[config.mk]
export PLATFORM = sky130hd
export DESIGN_NAME = sram_axi_bridge
export DESIGN_NICKNAME = d
export VERILOG_FILES = /design/src/rtl/sram_axi_bridge.sv
export SDC_FILE = /design/constraint.sdc
export NUM_CORES = 1
export LEC_CHECK = 0
export ABC_AREA = 1
export BUFFER_PORTS_ARGS = -buffer_cell sky130_fd_sc_hd__buf_4
export CORE_AREA = 2 2 131 133
export DETAILED_ROUTE_END_ITERATION = 8
export DIE_AREA = 0 0 133 135
export PLACE_DENSITY_LB_ADDON = 0.1
export REMOVE_ABC_BUFFERS = 1
export SLEW_MARGIN = 0
export SYNTH_ARGS = -nofsm -noshare
export SYNTH_HDL_FRONTEND = slang
export SYNTH_SLANG_ARGS = --single-unit
[constraint.sdc]
create_clock -name clk -period 3.65 [get_ports clk]
set_clock_uncertainty 0.1 [all_clocks]
set_input_delay 0.73 -clock clk [delete_from_list [all_inputs] [get_ports clk]]
set_output_delay 0.73 -clock clk [all_outputs]
set_load 0.005 [all_outputs]
[src/rtl/sram_axi_bridge.sv]
`default_nettype none
// ============================================================================
//  Module   : sram_axi_bridge
//  Purpose  : Bridges the core's SRAM-like instruction-fetch and data
//             load/store channels onto a single AXI3 master port. Only one
//             transaction is in flight at a time, and data requests win
//             arbitration over instruction requests. Because the bridge
//             serialises everything, a read that follows a write always
//             observes that write.
//  Ports    : clk, resetn                     - clock, async active-low reset
//             inst_*                          - instruction SRAM-like channel
//             data_*                          - data SRAM-like channel
//             ar*/r*                          - AXI read address / data
//             aw*/w*/b*                       - AXI write address / data / resp
//             Constant AXI fields (len, burst, lock, cache, prot, awid, wid,
//             wlast) are tied off by the enclosing level.
//  Revision : 1.0 - initial release
// ============================================================================
module sram_axi_bridge (
    input  logic        clk,
    input  logic        resetn,
    // instruction channel
    input  logic        inst_req,
    input  logic [1:0]  inst_size,
    input  logic [31:0] inst_addr,
    output logic        inst_addr_ok,
    output logic        inst_data_ok,
    output logic [31:0] inst_rdata,
    // data channel
    input  logic        data_req,
    input  logic        data_wr,
    input  logic [1:0]  data_size,
    input  logic [3:0]  data_wstrb,
    input  logic [31:0] data_addr,
    input  logic [31:0] data_wdata,
    output logic        data_addr_ok,
    output logic        data_data_ok,
    output logic [31:0] data_rdata,
    // AXI read address
    output logic [3:0]  arid,
    output logic [31:0] araddr,
    output logic [2:0]  arsize,
    output logic        arvalid,
    input  logic        arready,
    // AXI read data
    input  logic [3:0]  rid,
    input  logic [31:0] rdata,
    input  logic        rvalid,
    output logic        rready,
    // AXI write address
    output logic [31:0] awaddr,
    output logic [2:0]  awsize,
    output logic        awvalid,
    input  logic        awready,
    // AXI write data
    output logic [31:0] wdata,
    output logic [3:0]  wstrb,
    output logic        wvalid,
    input  logic        wready,
    // AXI write response
    input  logic        bvalid,
    output logic        bready
);

    typedef enum logic [2:0] {
        S_IDLE    = 3'd0,
        S_RD_REQ  = 3'd1,
        S_RD_RESP = 3'd2,
        S_WR_REQ  = 3'd3,
        S_WR_RESP = 3'd4
    } state_t;

    state_t      r_state;
    state_t      w_next_state;

    // Latched request payload
    logic [31:0] r_addr;
    logic [1:0]  r_size;
    logic [3:0]  r_wstrb;
    logic [31:0] r_wdata;
    logic        r_is_data;     // 1 = request came from the data channel

    // Per-channel completion flags while in S_WR_REQ
    logic        r_aw_done;
    logic        r_w_done;

    logic        r_inst_data_ok;
    logic        r_data_data_ok;
    logic [31:0] r_inst_rdata;
    logic [31:0] r_data_rdata;

    logic        w_data_acc;
    logic        w_inst_acc;
    logic        w_ar_fire;
    logic        w_r_fire;
    logic        w_aw_fire;
    logic        w_w_fire;
    logic        w_b_fire;
    logic        w_aw_done;
    logic        w_w_done;
    logic        w_unused;

    // The response ID is never checked; only one transaction is outstanding.
    assign w_unused = ^rid;

    // ------------------------------------------------------------------------
    // Arbitration: data channel has priority; nothing accepted unless idle.
    // ------------------------------------------------------------------------
    assign w_data_acc   = (r_state == S_IDLE) & data_req;
    assign w_inst_acc   = (r_state == S_IDLE) & inst_req & ~data_req;
    assign data_addr_ok = w_data_acc;
    assign inst_addr_ok = w_inst_acc;

    assign w_ar_fire = arvalid & arready;
    assign w_r_fire  = rvalid  & rready;
    assign w_aw_fire = awvalid & awready;
    assign w_w_fire  = wvalid  & wready;
    assign w_b_fire  = bvalid  & bready;

    // "Done" includes a handshake happening this very cycle so that AW and W
    // completing together (or in either order) all reach S_WR_RESP.
    assign w_aw_done = r_aw_done | w_aw_fire;
    assign w_w_done  = r_w_done  | w_w_fire;

    // Payloads are driven straight from the latched request registers.
    assign arid   = {3'b000, r_is_data};
    assign araddr = r_addr;
    assign arsize = {1'b0, r_size};
    assign awaddr = r_addr;
    assign awsize = {1'b0, r_size};
    assign wdata  = r_wdata;
    assign wstrb  = r_wstrb;

    assign inst_data_ok = r_inst_data_ok;
    assign data_data_ok = r_data_data_ok;
    assign inst_rdata   = r_inst_rdata;
    assign data_rdata   = r_data_rdata;

    // ------------------------------------------------------------------------
    // State register
    // ------------------------------------------------------------------------
    always_ff @(posedge clk or negedge resetn) begin
        if (!resetn) begin
            r_state <= S_IDLE;
        end else begin
            r_state <= w_next_state;
        end
    end

    // ------------------------------------------------------------------------
    // Next-state and AXI valid/ready generation
    // ------------------------------------------------------------------------
    always_comb begin
        w_next_state = r_state;
        arvalid      = 1'b0;
        rready       = 1'b0;
        awvalid      = 1'b0;
        wvalid       = 1'b0;
        bready       = 1'b0;
        case (r_state)
            S_IDLE: begin
                if (w_data_acc) begin
                    w_next_state = data_wr ? S_WR_REQ : S_RD_REQ;
                end else if (w_inst_acc) begin
                    w_next_state = S_RD_REQ;
                end
            end
            S_RD_REQ: begin
                arvalid = 1'b1;
                if (w_ar_fire) begin
                    w_next_state = S_RD_RESP;
                end
            end
            S_RD_RESP: begin
                rready = 1'b1;
                if (w_r_fire) begin
                    w_next_state = S_IDLE;
                end
            end
            S_WR_REQ: begin
                awvalid = ~r_aw_done;
                wvalid  = ~r_w_done;
                if (w_aw_done & w_w_done) begin
                    w_next_state = S_WR_RESP;
                end
            end
            S_WR_RESP: begin
                bready = 1'b1;
                if (w_b_fire) begin
                    w_next_state = S_IDLE;
                end
            end
            default: begin
                w_next_state = S_IDLE;
            end
        endcase
    end

    // ------------------------------------------------------------------------
    // Request latch, write-channel progress and response registers
    // ------------------------------------------------------------------------
    always_ff @(posedge clk or negedge resetn) begin
        if (!resetn) begin
            r_addr         <= 32'h0;
            r_size         <= 2'b00;
            r_wstrb        <= 4'h0;
            r_wdata        <= 32'h0;
            r_is_data      <= 1'b0;
            r_aw_done      <= 1'b0;
            r_w_done       <= 1'b0;
            r_inst_data_ok <= 1'b0;
            r_data_data_ok <= 1'b0;
            r_inst_rdata   <= 32'h0;
            r_data_rdata   <= 32'h0;
        end else begin
            if (w_data_acc) begin
                r_addr    <= data_addr;
                r_size    <= data_size;
                r_wstrb   <= data_wstrb;
                r_wdata   <= data_wdata;
                r_is_data <= 1'b1;
            end else if (w_inst_acc) begin
                r_addr    <= inst_addr;
                r_size    <= inst_size;
                r_wstrb   <= 4'h0;
                r_wdata   <= 32'h0;
                r_is_data <= 1'b0;
            end

            // Flags are cleared on leaving S_WR_REQ so the next store starts fresh.
            if (r_state == S_WR_REQ) begin
                if (w_aw_done & w_w_done) begin
                    r_aw_done <= 1'b0;
                    r_w_done  <= 1'b0;
                end else begin
                    r_aw_done <= w_aw_done;
                    r_w_done  <= w_w_done;
                end
            end

            // data_ok strobes are one cycle wide by construction: the FSM
            // leaves the response state on the same edge.
            r_inst_data_ok <= w_r_fire & ~r_is_data;
            r_data_data_ok <= (w_r_fire & r_is_data) | w_b_fire;

            if (w_r_fire & ~r_is_data) begin
                r_inst_rdata <= rdata;
            end
            if (w_r_fire & r_is_data) begin
                r_data_rdata <= rdata;
            end
        end
    end

endmodule
`default_nettype wire

==> metrics, run 1 <==
status completed; filler cell count 1471; post-route cell area 8910 um2; GR Layer Usage met3 4.73%; post_cts resized 0; cts bufs inserted 17; CP max stage delay 0.55 ns; antenna fix cells 0; TNS Setup 0 ns; WL per Instance 16.8 um; Seq/Total Area, Yosys 58.3%; most frequent cells in the layout 327 x buf_4, 142 x dfrtp_1, 114 x o21ai_1; Port Buffers about 320; Least-Margin Pin Slew 0.773 ns; antenna violations before repair 0; #FFs+latches synth 142; Distinct cells, synth 25; Arr. time, crit path 2.17 ns; RSZ-0062 raised after global routing false; cell count after synthesis 613; Max Root-Sink Buffers 2; clock net sink count 142; via total after detailed routing between 5000 and 6000; Core Region 16400 um2; CTS tree built; GR Layer Usage met2 36.8%; CP max-delay cell inv_2; # DRC 0; crit-path max FO 27; Tot GR Track Use 20.5%; hold crit path type in -> async; HPWL Detailed 13600 um; # IOs about 330; critical path class reg -> out; DR iter-0 viols 263; TritonRoute pass-1 iters 4; Area after DPL 8330 um2; Synth Area per Inst 9.94 um2; commonest non-fill, non-tap cell in the layout buf_4; die footprint between 15000 and 20000 um2; vias per cell 4.76; post-route ant nets 0; CTS Root Cell clkbuf_16; largest net degree at the start of global routing 72; Max Transition Viols Final 0; GRT Residual Overflow 0; gr busiest metal met2; Fin. Hold Viols 0; final net count around 1000; H-tree levels 4; CP Capture Type output pin; met1 Use GR 24.1%; footprint of the multi-input gates roughly 1800 um2; Req. time, crit path 2.82 ns; vias in the first global route 5290; leakage power between 4 and 5 nW; max-cap viol count 0; critical path cell sequence nor2_4 > nand3_4 > inv_2 > buf_4; post-layout min period 3.00 ns; Worst-path clk slew ~0.06 ns; Die Ht 135 um; synthesized area 6090 um2; pwr/cell area 872 nW/um2; total setup buffers inserted after CTS 0; Ys Warns 0; final setup fails 0; CP Launch Type flip-flop; max frequency about 0.33 GHz; die width 133 um; Site Rows 47; Worst R2R Path Depth 6; Max transition margin 48.5%; clk_lat worst skew 0.42 ns; Max VDD drop 0.376 mV; RD Place Congestion 0.788; fin crit share 82.1%; first-pass GRT wire length 28600 um; starting density of the core a little under two fifths; flip-flop and latch area 3550 um2; layout cell share with drive strength beyond 1 around 43%; CTS Hold Bufs 0; Area growth syn-to-layout 46.2%; final WL roughly 19000 um
-- per-stage QoR --
step	power (W)	cells	worst slack (ns)	util [%]	hold slack, ns
2_1_floorplan	0.00408	542	1.06	-	0.334
3_3_place_gp	0.00603	1091	0.785	50.7	0.374
3_5_place_dp	0.00612	1091	0.751	50.7	0.380
4_1_cts	0.00786	1123	0.619	54.3	0.204
5_1_grt	0.00827	1123	0.516	54.3	0.209
6_report	0.00777	1123	0.653	54.3	0.170
-- sequential cells by signal (all words and copies together) (netlist names) --
register	count
araddr	32
data_data_ok	1
data_rdata	32
inst_data_ok	1
inst_rdata	32
r_aw_done	1
r_is_data	1
r_size	2
r_state	3
r_w_done	1
wdata	32
wstrb	4
-- where the power goes --
group          switching [W]  internal (W)
Combinational        0.00157       0.00170
Clock               0.000685       0.00103
Sequential          0.000514       0.00227
Total                0.00277       0.00500
-- cell type report --
cell class | count | share of cell area [%]
Clock buffer | 20 | 5.01
Clock inverter | 12 | 1.52
Inverter | 53 | 2.26
Multi-Input combinational cell | 347 | 20.3
Sequential cell | 142 | 39.9
Tap cell | 220 | 3.09
Timing Repair Buffer | 329 | 27.9
-- kinds of logic (layout without fill, tap and decap cells) --
group	Yosys count	after routing	synth area share [%]
AO/OA/AOI/OAI	173	173	17.7
buffers and inverters	128	414	12.4
flip-flops	142	142	58.3
other	1	5	0.0616
AND/OR/NAND/NOR	169	169	11.5
-- critical path: cells and delay by family, from the launching register on --
family                 cells  cell delay, ns
and+or+nand+nor            2            0.47
DFF                        1            0.50
buffers and inverters      2            0.77
-- worst paths after layout --
path | start | end | slack, ns
hold reg to reg | data_rdata[21] | data_rdata[21] | 0.39
min in group clk | data_rdata[21] | data_rdata[21] | 0.39
max in group asynchronous | resetn | data_rdata[12] | 2.48
setup / recovery | r_state[0] | data_addr_ok | 0.65
setup reg to reg | r_state[0] | wdata[1] | 0.95
hold / removal | resetn | data_rdata[31] | 0.17
-- metal layers --
metal | routed length, um | up-vias
li1 | - | 2522
met1 | 7550 | 2564
met2 | 9750 | 226
met3 | 1180 | 31
met4 | 437 | 0
met5 | 0 | -
-- synthesized netlist by cell type --
| library cell | n | area share [%] |
|---|---|---|
| nand3_4 | 1 | 0.29 |
| nor3_4 | 1 | 0.27 |
| nand2_1 | 110 | 6.8 |
| inv_2 | 4 | 0.25 |
| nor3_2 | 1 | 0.16 |
| o21ai_2 | 20 | 2.9 |
| inv_1 | 48 | 3.0 |
| o21ai_1 | 114 | 9.4 |
| dfrtp_1 | 142 | 58 |
| nand4_1 | 2 | 0.21 |
| nor3b_1 | 1 | 0.12 |
| buf_2 | 13 | 1.1 |
| nor2_4 | 1 | 0.18 |
| inv_4 | 1 | 0.10 |
| buf_1 | 2 | 0.12 |
| buf_6 | 11 | 2.0 |
| nand3_1 | 10 | 0.82 |
| conb_1 | 1 | 0.062 |
| a22o_1 | 36 | 5.2 |
| o21ai_0 | 2 | 0.16 |
| nor2_1 | 41 | 2.5 |
| buf_4 | 46 | 5.7 |
| clkbuf_1 | 3 | 0.18 |
| o22ai_1 | 1 | 0.10 |
| nand2_4 | 1 | 0.18 |
Note: power is estimated with default switching activity, not from simulation.
==> inputs of run 2 (changes only) <==
Settings changed: ABC_AREA 1 to 0, CORE_AREA 2 2 131 133 to default, CORE_ASPECT_RATIO from default to 0.8, CORE_MARGIN from default to 2, CORE_UTILIZATION from default to 41, DIE_AREA 0 0 133 135 to default.
Clock period 3.65 ns to 2.6 ns, I/O delays scaled along.
==> run 2 against run 1 <==
Sequential cell count unchanged. Total power up 48%. Worst setup slack worse by 0.37 ns. Final cell count shrank 16%. Routed wire length shrank 5.4%. Critical path depth is 2 lower. Via count decreased by 7.9%. Worst hold slack better by 0.045 ns. First-iteration DRC count rose by 4.2%. Combinational power is 46% higher. Clock-buffer cell count decreased by 2. Critical path type unchanged. Critical endpoint unchanged. Largest cell class unchanged.
==> metrics, run 2 <==
status completed (unchanged); die footprint 16200 um2 (was 18000 um2); CP max-delay cell nor4b_2 (was inv_2); first-pass GRT wire length 27400 um (was 28600 um); #FFs+latches synth 142 (unchanged); leakage power 4.60 nW (was 4.76 nW); cts bufs inserted 17 (unchanged); Seq pwr share 36.1% (was 35.9%); predominant post-synthesis flop cell dfrtp_1 (unchanged); worst hold slack 0.215 ns (was 0.170 ns); largest net degree at the start of global routing 54 (was 72); net switching power 0.00365 W (was 0.00277 W); async set-reset flop share out of synthesis 100% (unchanged); RD Place Congestion 0.785 (was 0.788); delay-heaviest family, CP simple AND/OR/NAND/NOR gates (was buffers and inverters); Yosys top cell area share 57.2% (was 58.3%); WL per Instance 18.9 um (was 16.8 um); synthesized area 6210 um2 (was 6090 um2); max frequency approximately 0.43 GHz; Req. time, crit path 1.98 ns (was 2.82 ns); Clock Power Share 22.3% (was 22.1%); vias per cell 5.19 (was 4.76); DR iter-0 viols 274 (was 263); Ys Warns 0 (unchanged); Worst-path clk slew 0.06 ns (about the same); final core utilization 61.2% (was 54.3%); hold crit path type in -> reg (was in -> async); GRT Residual Overflow 0 (unchanged); antenna violations before repair 0 (unchanged); HPWL Detailed 12800 um (was 13600 um); Core Region 14900 um2 (was 16400 um2); pwr/cell area 1260 nW/um2 (was 872 nW/um2); largest cells by area after synthesis dfrtp_1 57%, mux2_4 7.0%, mux2_2 6.3%, buf_4 6.2%, a22o_1 5.1% (was dfrtp_1 58%, o21ai_1 9.4%, nand2_1 6.8%, buf_4 5.7%, a22o_1 5.2%); CP max stage delay 0.55 ns (about the same); Max Root-Sink Buffers 2 (unchanged); Tot GR Track Use 21.9% (was 20.5%); crit-path max FO 11 (was 27); total setup buffers inserted after CTS 0 (unchanged); layout cell share with drive strength beyond 1 58.2% (was 43.3%); Max transition margin 27.1% (was 48.5%); Max VDD drop 0.619 mV (was 0.376 mV); post-layout min period 2.32 ns; final net count 897 (was 1040); Yosys top cell by area dfrtp_1 (unchanged); CTS Root Cell clkbuf_16 (unchanged); Synth Area per Inst 13.4 um2 (was 9.94 um2); final setup fails 0 (unchanged); Least-Margin Pin Slew 1.09 ns (was 0.773 ns); cell count after synthesis 464 (was 613); TritonRoute pass-1 iters 5 (was 4); Fin. Hold Viols 0 (unchanged); Comb pwr share 41.5% (was 42.0%); CP Launch Type flip-flop (unchanged); die width 142 um (was 133 um); RSZ-0062 raised after global routing false (unchanged); Buf/Inv on CP 1 (was 2); clock net sink count 142 (unchanged); Die Ht 114 um (was 135 um); number of synthesized flops with an enable pin 0 (unchanged); Distinct cells, synth 36 (was 25); max-cap viol count 0 (unchanged); starting density of the core 41.7% (was 37.1%); critical path class reg -> out (unchanged); commonest non-fill, non-tap cell in the layout buf_4 (unchanged); # DRC 0 (unchanged); post-route ant nets 0 (unchanged); CTS tree built (unchanged); Site Rows 40 (was 47); clk_lat worst skew 0.41 ns (was 0.42 ns); Port Buffers 323 (unchanged); Arr. time, crit path 1.70 ns (was 2.17 ns); # IOs 333 (unchanged); H-tree levels 4 (unchanged); Pint 0.00785 W (was 0.00500 W); Max Transition Viols Final 0 (unchanged); count leader, synth dfrtp_1 (unchanged); via total after detailed routing 4923 (was 5343); final WL 17900 um (was 18900 um); Area growth syn-to-layout 46.9% (was 46.2%); fin crit share around 89%; critical path cell sequence nor4b_2 > buf_4 (was nor2_4 > nand3_4 > inv_2 > buf_4); most frequent cells in the layout 329 x buf_4, 142 x dfrtp_1, 37 x nand2_1 (was 327 x buf_4, 142 x dfrtp_1, 114 x o21ai_1); Seq/Total Area, Yosys 57.2% (was 58.3%); antenna fix cells 0 (unchanged); CP Capture Type output pin (unchanged); vias in the first global route 5099 (was 5290); most common library cells after synthesis 142 x dfrtp_1, 51 x buf_4, 37 x nand2_1 (was 142 x dfrtp_1, 114 x o21ai_1, 110 x nand2_1); sw frac 31.7% (was 35.6%)
## run 2: cell count changes after synthesis, moves of 4 or more
| cell | before | now |
|---|---|---|
| o21ai_1 | 114 | 0 |
| nand2_1 | 110 | 37 |
| inv_1 | 48 | 2 |
| mux2_2 | 0 | 35 |
| a32oi_1 | 0 | 34 |
| a22oi_1 | 0 | 31 |
| nor2_1 | 41 | 11 |
| mux2_4 | 0 | 29 |
| o21ai_2 | 20 | 1 |
| nand3_1 | 10 | 0 |
| buf_4 | 46 | 51 |
| buf_2 | 13 | 9 |
| clkbuf_1 | 3 | 7 |
## run 2: kinds of logic (layout without fill, tap and decap cells)
group	count (synthesis)	count (layout)	share of synthesized area [%]
multiplexers	64	64	13.4
AO/OA/AOI/OAI	114	114	15.2
other	1	5	0.0604
flip-flops	142	142	57.2
buffers and inverters	78	369	8.94
AND/OR/NAND/NOR	65	65	5.22
## run 2: worst min-delay path: cells and delay by family
| family | cells | cell delay [ns] |
|---|---|---|
| buffers and inverters | 1 | 0.08 |
| and+or+nand+nor | 2 | 0.09 |
## run 2: final cells by class
class                   count  area, um2
fillers                  1230       5790
flip-flops and latches    142       3550
repair buffers            335       2570
multi-input cells         248       2130
clock buffers              18        439
well taps                 189        236
clock inverters            13        188
inverters                   3       11.3
## run 2: what timing repair did
item	in CTS	in global routing
hold buffers	1	0
endpoints found under the setup margin	0	0
resized for setup	0	0
endpoints found under the hold margin	50	0
## run 2: path summary, 6_finish.rpt
| check | slack (ns) | start | depth (start not counted) | endpoint |
|---|---|---|---|---|
| hold / removal | 0.22 | bvalid | 3 | data_data_ok |
| hold reg to reg | 0.40 | wdata[27] | 1 | wdata[27] |
| setup / recovery | 0.28 | r_state[2] | 2 | data_addr_ok |
| max in group asynchronous | 1.15 | resetn | 3 | inst_rdata[14] |
| setup reg to reg | 0.61 | r_state[2] | 6 | data_rdata[19] |
| min in group asynchronous | 0.52 | resetn | 2 | inst_rdata[3] |
## run 2: power groups by stage
stage / logic [W] / registers [W] / clock network (W)
global route: 0.00518 / 0.00429 / 0.00273
finish: 0.00478 / 0.00416 / 0.00257
CTS: 0.00486 / 0.00415 / 0.00263
floorplan: 0.00191 / 0.00413 / 0
global placement: 0.00476 / 0.00411 / 0
detailed placement: 0.00485 / 0.00416 / 0
## run 2: through the flow
stage | instance area (um2) | total power, W | setup TNS, ns | std cells | setup WS (ns)
6_report | 9130 | 0.0115 | 0 | 948 | 0.285
5_1_grt | 9130 | 0.0122 | 0 | 948 | 0.152
4_1_cts | 9130 | 0.0116 | 0 | 948 | 0.221
3_5_place_dp | 8490 | 0.00900 | 0 | 916 | 0.590
3_3_place_gp | 8490 | 0.00886 | 0 | 916 | 0.620
2_1_floorplan | 5680 | 0.00604 | -331.90 | 393 | -4.69
## run 2: per-layer routing
layer,wire length (um),global-route usage [%]
met1,7000,26.2
met2,9190,37.4
met3,1330,7.28
met4,377,7.40
met5,0,0
==> inputs of run 3 (changes only) <==
Settings changed: CELL_PAD_IN_SITES_DETAIL_PLACEMENT from default to 1, CELL_PAD_IN_SITES_GLOBAL_PLACEMENT from default to 2, CORE_UTILIZATION 41 to 25.
==> run 3 against run 2 <==
Critical path depth increased by 2. Sequential cell count did not move. Critical path type unchanged. Combinational power rose by 2%. Routed wire length up 22%. Sequential share of layout area is 0.59 points lower. Clock power down 3%. Maximum frequency fell by 0.38%. Core utilization down 23 points. Total power grew 0.40%. Cell area up 1.5%. Die area grew 62%. Sequential power barely moved.
==> metrics, run 3 (synthesis gave the netlist of run 2 again) <==
critical path class reg -> out (unchanged); Setup WS pre-CTS 0.567 ns (was 0.590 ns); CP Capture Type output pin (unchanged); final WL 21900 um (was 17900 um); post-route ant nets 0 (unchanged); CP max-delay cell dfrtp_1 (was nor4b_2); post-route cell area 9270 um2 (was 9130 um2); antenna fix cells 0 (unchanged); cell count along the critical path 4 (was 2); DR iter-0 viols 185 (was 274); cts bufs inserted 17 (unchanged); Worst-path clk slew 0.07 ns (was 0.06 ns); vias in the first global route 5521 (was 5099); Fin. Hold Viols 0 (unchanged); RD Place Congestion 0.724 (was 0.785); TritonRoute pass-1 iters 4 (was 5); status completed (unchanged); RSZ-0062 raised after global routing false (unchanged); Area after DPL 8660 um2 (was 8490 um2); Arr. time, crit path 1.70 ns (about the same); hold_sp data_wdata[0] (was bvalid); max frequency 0.430 GHz (was 0.432 GHz); CP max stage delay 0.54 ns (was 0.55 ns); final net count 896 (was 897); Site Rows 51 (was 40); most frequent cells in the layout 327 x buf_4, 142 x dfrtp_1, 37 x nand2_1 (was 329 x buf_4, 142 x dfrtp_1, 37 x nand2_1); first-pass GRT wire length 33500 um (was 27400 um); commonest non-fill, non-tap cell in the layout buf_4 (unchanged); # IOs 333 (unchanged); CP Launch Type flip-flop (unchanged); die width 180 um (was 142 um); crit-path max FO 11 (unchanged); hold crit path type in -> reg (unchanged); Buf/Inv on CP 1 (unchanged); worst setup slack after layout 0.276 ns (was 0.285 ns); HPWL Detailed 15200 um (was 12800 um); clk_lat worst skew 0.41 ns (about the same); final setup fails 0 (unchanged); max-cap viol count 0 (unchanged); post_cts resized 0 (unchanged); antenna violations before repair 0 (unchanged); Area growth syn-to-layout 49.2% (was 46.9%); # DRC 0 (unchanged); vias per cell 4.59 (was 5.19); Port Buffers 323 (unchanged); CTS Root Cell clkbuf_16 (unchanged); starting density of the core 25.5% (was 41.7%); Core Region 24400 um2 (was 14900 um2); post-layout min period 2.32 ns (about the same); Tot GR Track Use 16.5% (was 21.9%); critical path cell sequence nor3_2 > nand2_1 > nor2_1 > buf_4 (was nor4b_2 > buf_4); H-tree levels 4 (unchanged); Critical path origin r_state[2] (unchanged); largest net degree at the start of global routing 82 (was 54); via total after detailed routing 4948 (was 4923); Max transition margin 66.3% (was 27.1%); CTS tree built (unchanged); Req. time, crit path 1.98 ns (about the same); worst r2r src r_state[2] (unchanged); Least-Margin Pin Slew 0.506 ns (was 1.09 ns); Die Ht 145 um (was 114 um); WL per Instance 20.3 um (was 18.9 um); leakage power 4.59 nW (was 4.60 nW); fin crit share 89.4% (was 89.1%); pwr/cell area 1250 nW/um2 (was 1260 nW/um2); Max Root-Sink Buffers 2 (unchanged); GRT Residual Overflow 0 (unchanged); Max VDD drop 0.489 mV (was 0.619 mV); clock net sink count 142 (unchanged); Worst R2R Path Depth 6 (unchanged); Max Transition Viols Final 0 (unchanged); die footprint 26100 um2 (was 16200 um2); layout cell share with drive strength beyond 1 58.2% (unchanged); Worst Hold Path Cells 2 (was 3); delay-heaviest family, CP simple AND/OR/NAND/NOR gates (unchanged)
run 3: cell count changes in the layout (fill, tap and decap cells not counted):
cell	delta
bufinv_16	-3
clkinv_8	+3
inv_6	+3
buf_4	-2
clkinv_2	-2
clkinv_4	+2
clkinvlp_4	-2
buf_12	+1
clkbuf_8	-1
inv_8	+1
run 3: cell type report:
class / instances / area, um2
inverter: 3 / 11.3
clock inverter: 15 / 176
fill: 2636 / 15100
timing repair buffer: 334 / 2580
multi-input combinational: 248 / 2130
tap: 318 / 398
sequential: 142 / 3550
clock buffer: 17 / 425
run 3: per-stage QoR:
stage	TNS, ns	hold slack [ns]	utilization (%)	power (W)	std cells
global placement	0	0.386	35.5	0.00907	1044
floorplan	-331.90	0.124	-	0.00604	393
detailed placement	0	0.387	35.5	0.00920	1044
CTS	0	0.198	38.0	0.0118	1077
global route	0	0.193	38.0	0.0123	1077
finish	0	0.220	38.0	0.0115	1077
run 3: final timing paths:
check	to	slack, ns
max in group asynchronous	inst_rdata[5]	1.43
worst min-delay path	wdata[0]	0.22
min in group asynchronous	wdata[7]	0.55
worst max-delay path	inst_addr_ok	0.28
worst min register to register	wdata[31]	0.40
worst max register to register	data_rdata[10]	0.58
run 3: metal layers:
layer	up-vias	routed length, um	GRT usage [%]
met5	-	0	0
met4	0	342	4.35
met3	18	1630	5.70
met2	206	11100	28.6
met1	2492	8790	19.6
li1	2232	-	-
run 3: report_power, final:
| group | switching (W) | internal (W) | total [W] |
|---|---|---|---|
| Combinational | 0.00195 | 0.00293 | 0.00488 |
| Clock | 0.00111 | 0.00137 | 0.00249 |
| Sequential | 0.000901 | 0.00328 | 0.00418 |
| Total | 0.00396 | 0.00758 | 0.0115 |
run 3: what timing repair did:
| item | CTS | global route |
|---|---|---|
| hold buffers | 1 | 0 |
| buffers inserted | 0 | 0 |
| hold endpoints to repair | 14 | 0 |
run 3: worst reg2reg max path, cell delays in order (launching register included):
cell,delay [ns]
dfrtp_1,0.54
nor2_2,0.18
nand2_2,0.07
inv_2,0.11
nand3_2,0.31
buf_12,0.31
mux2_2,0.29
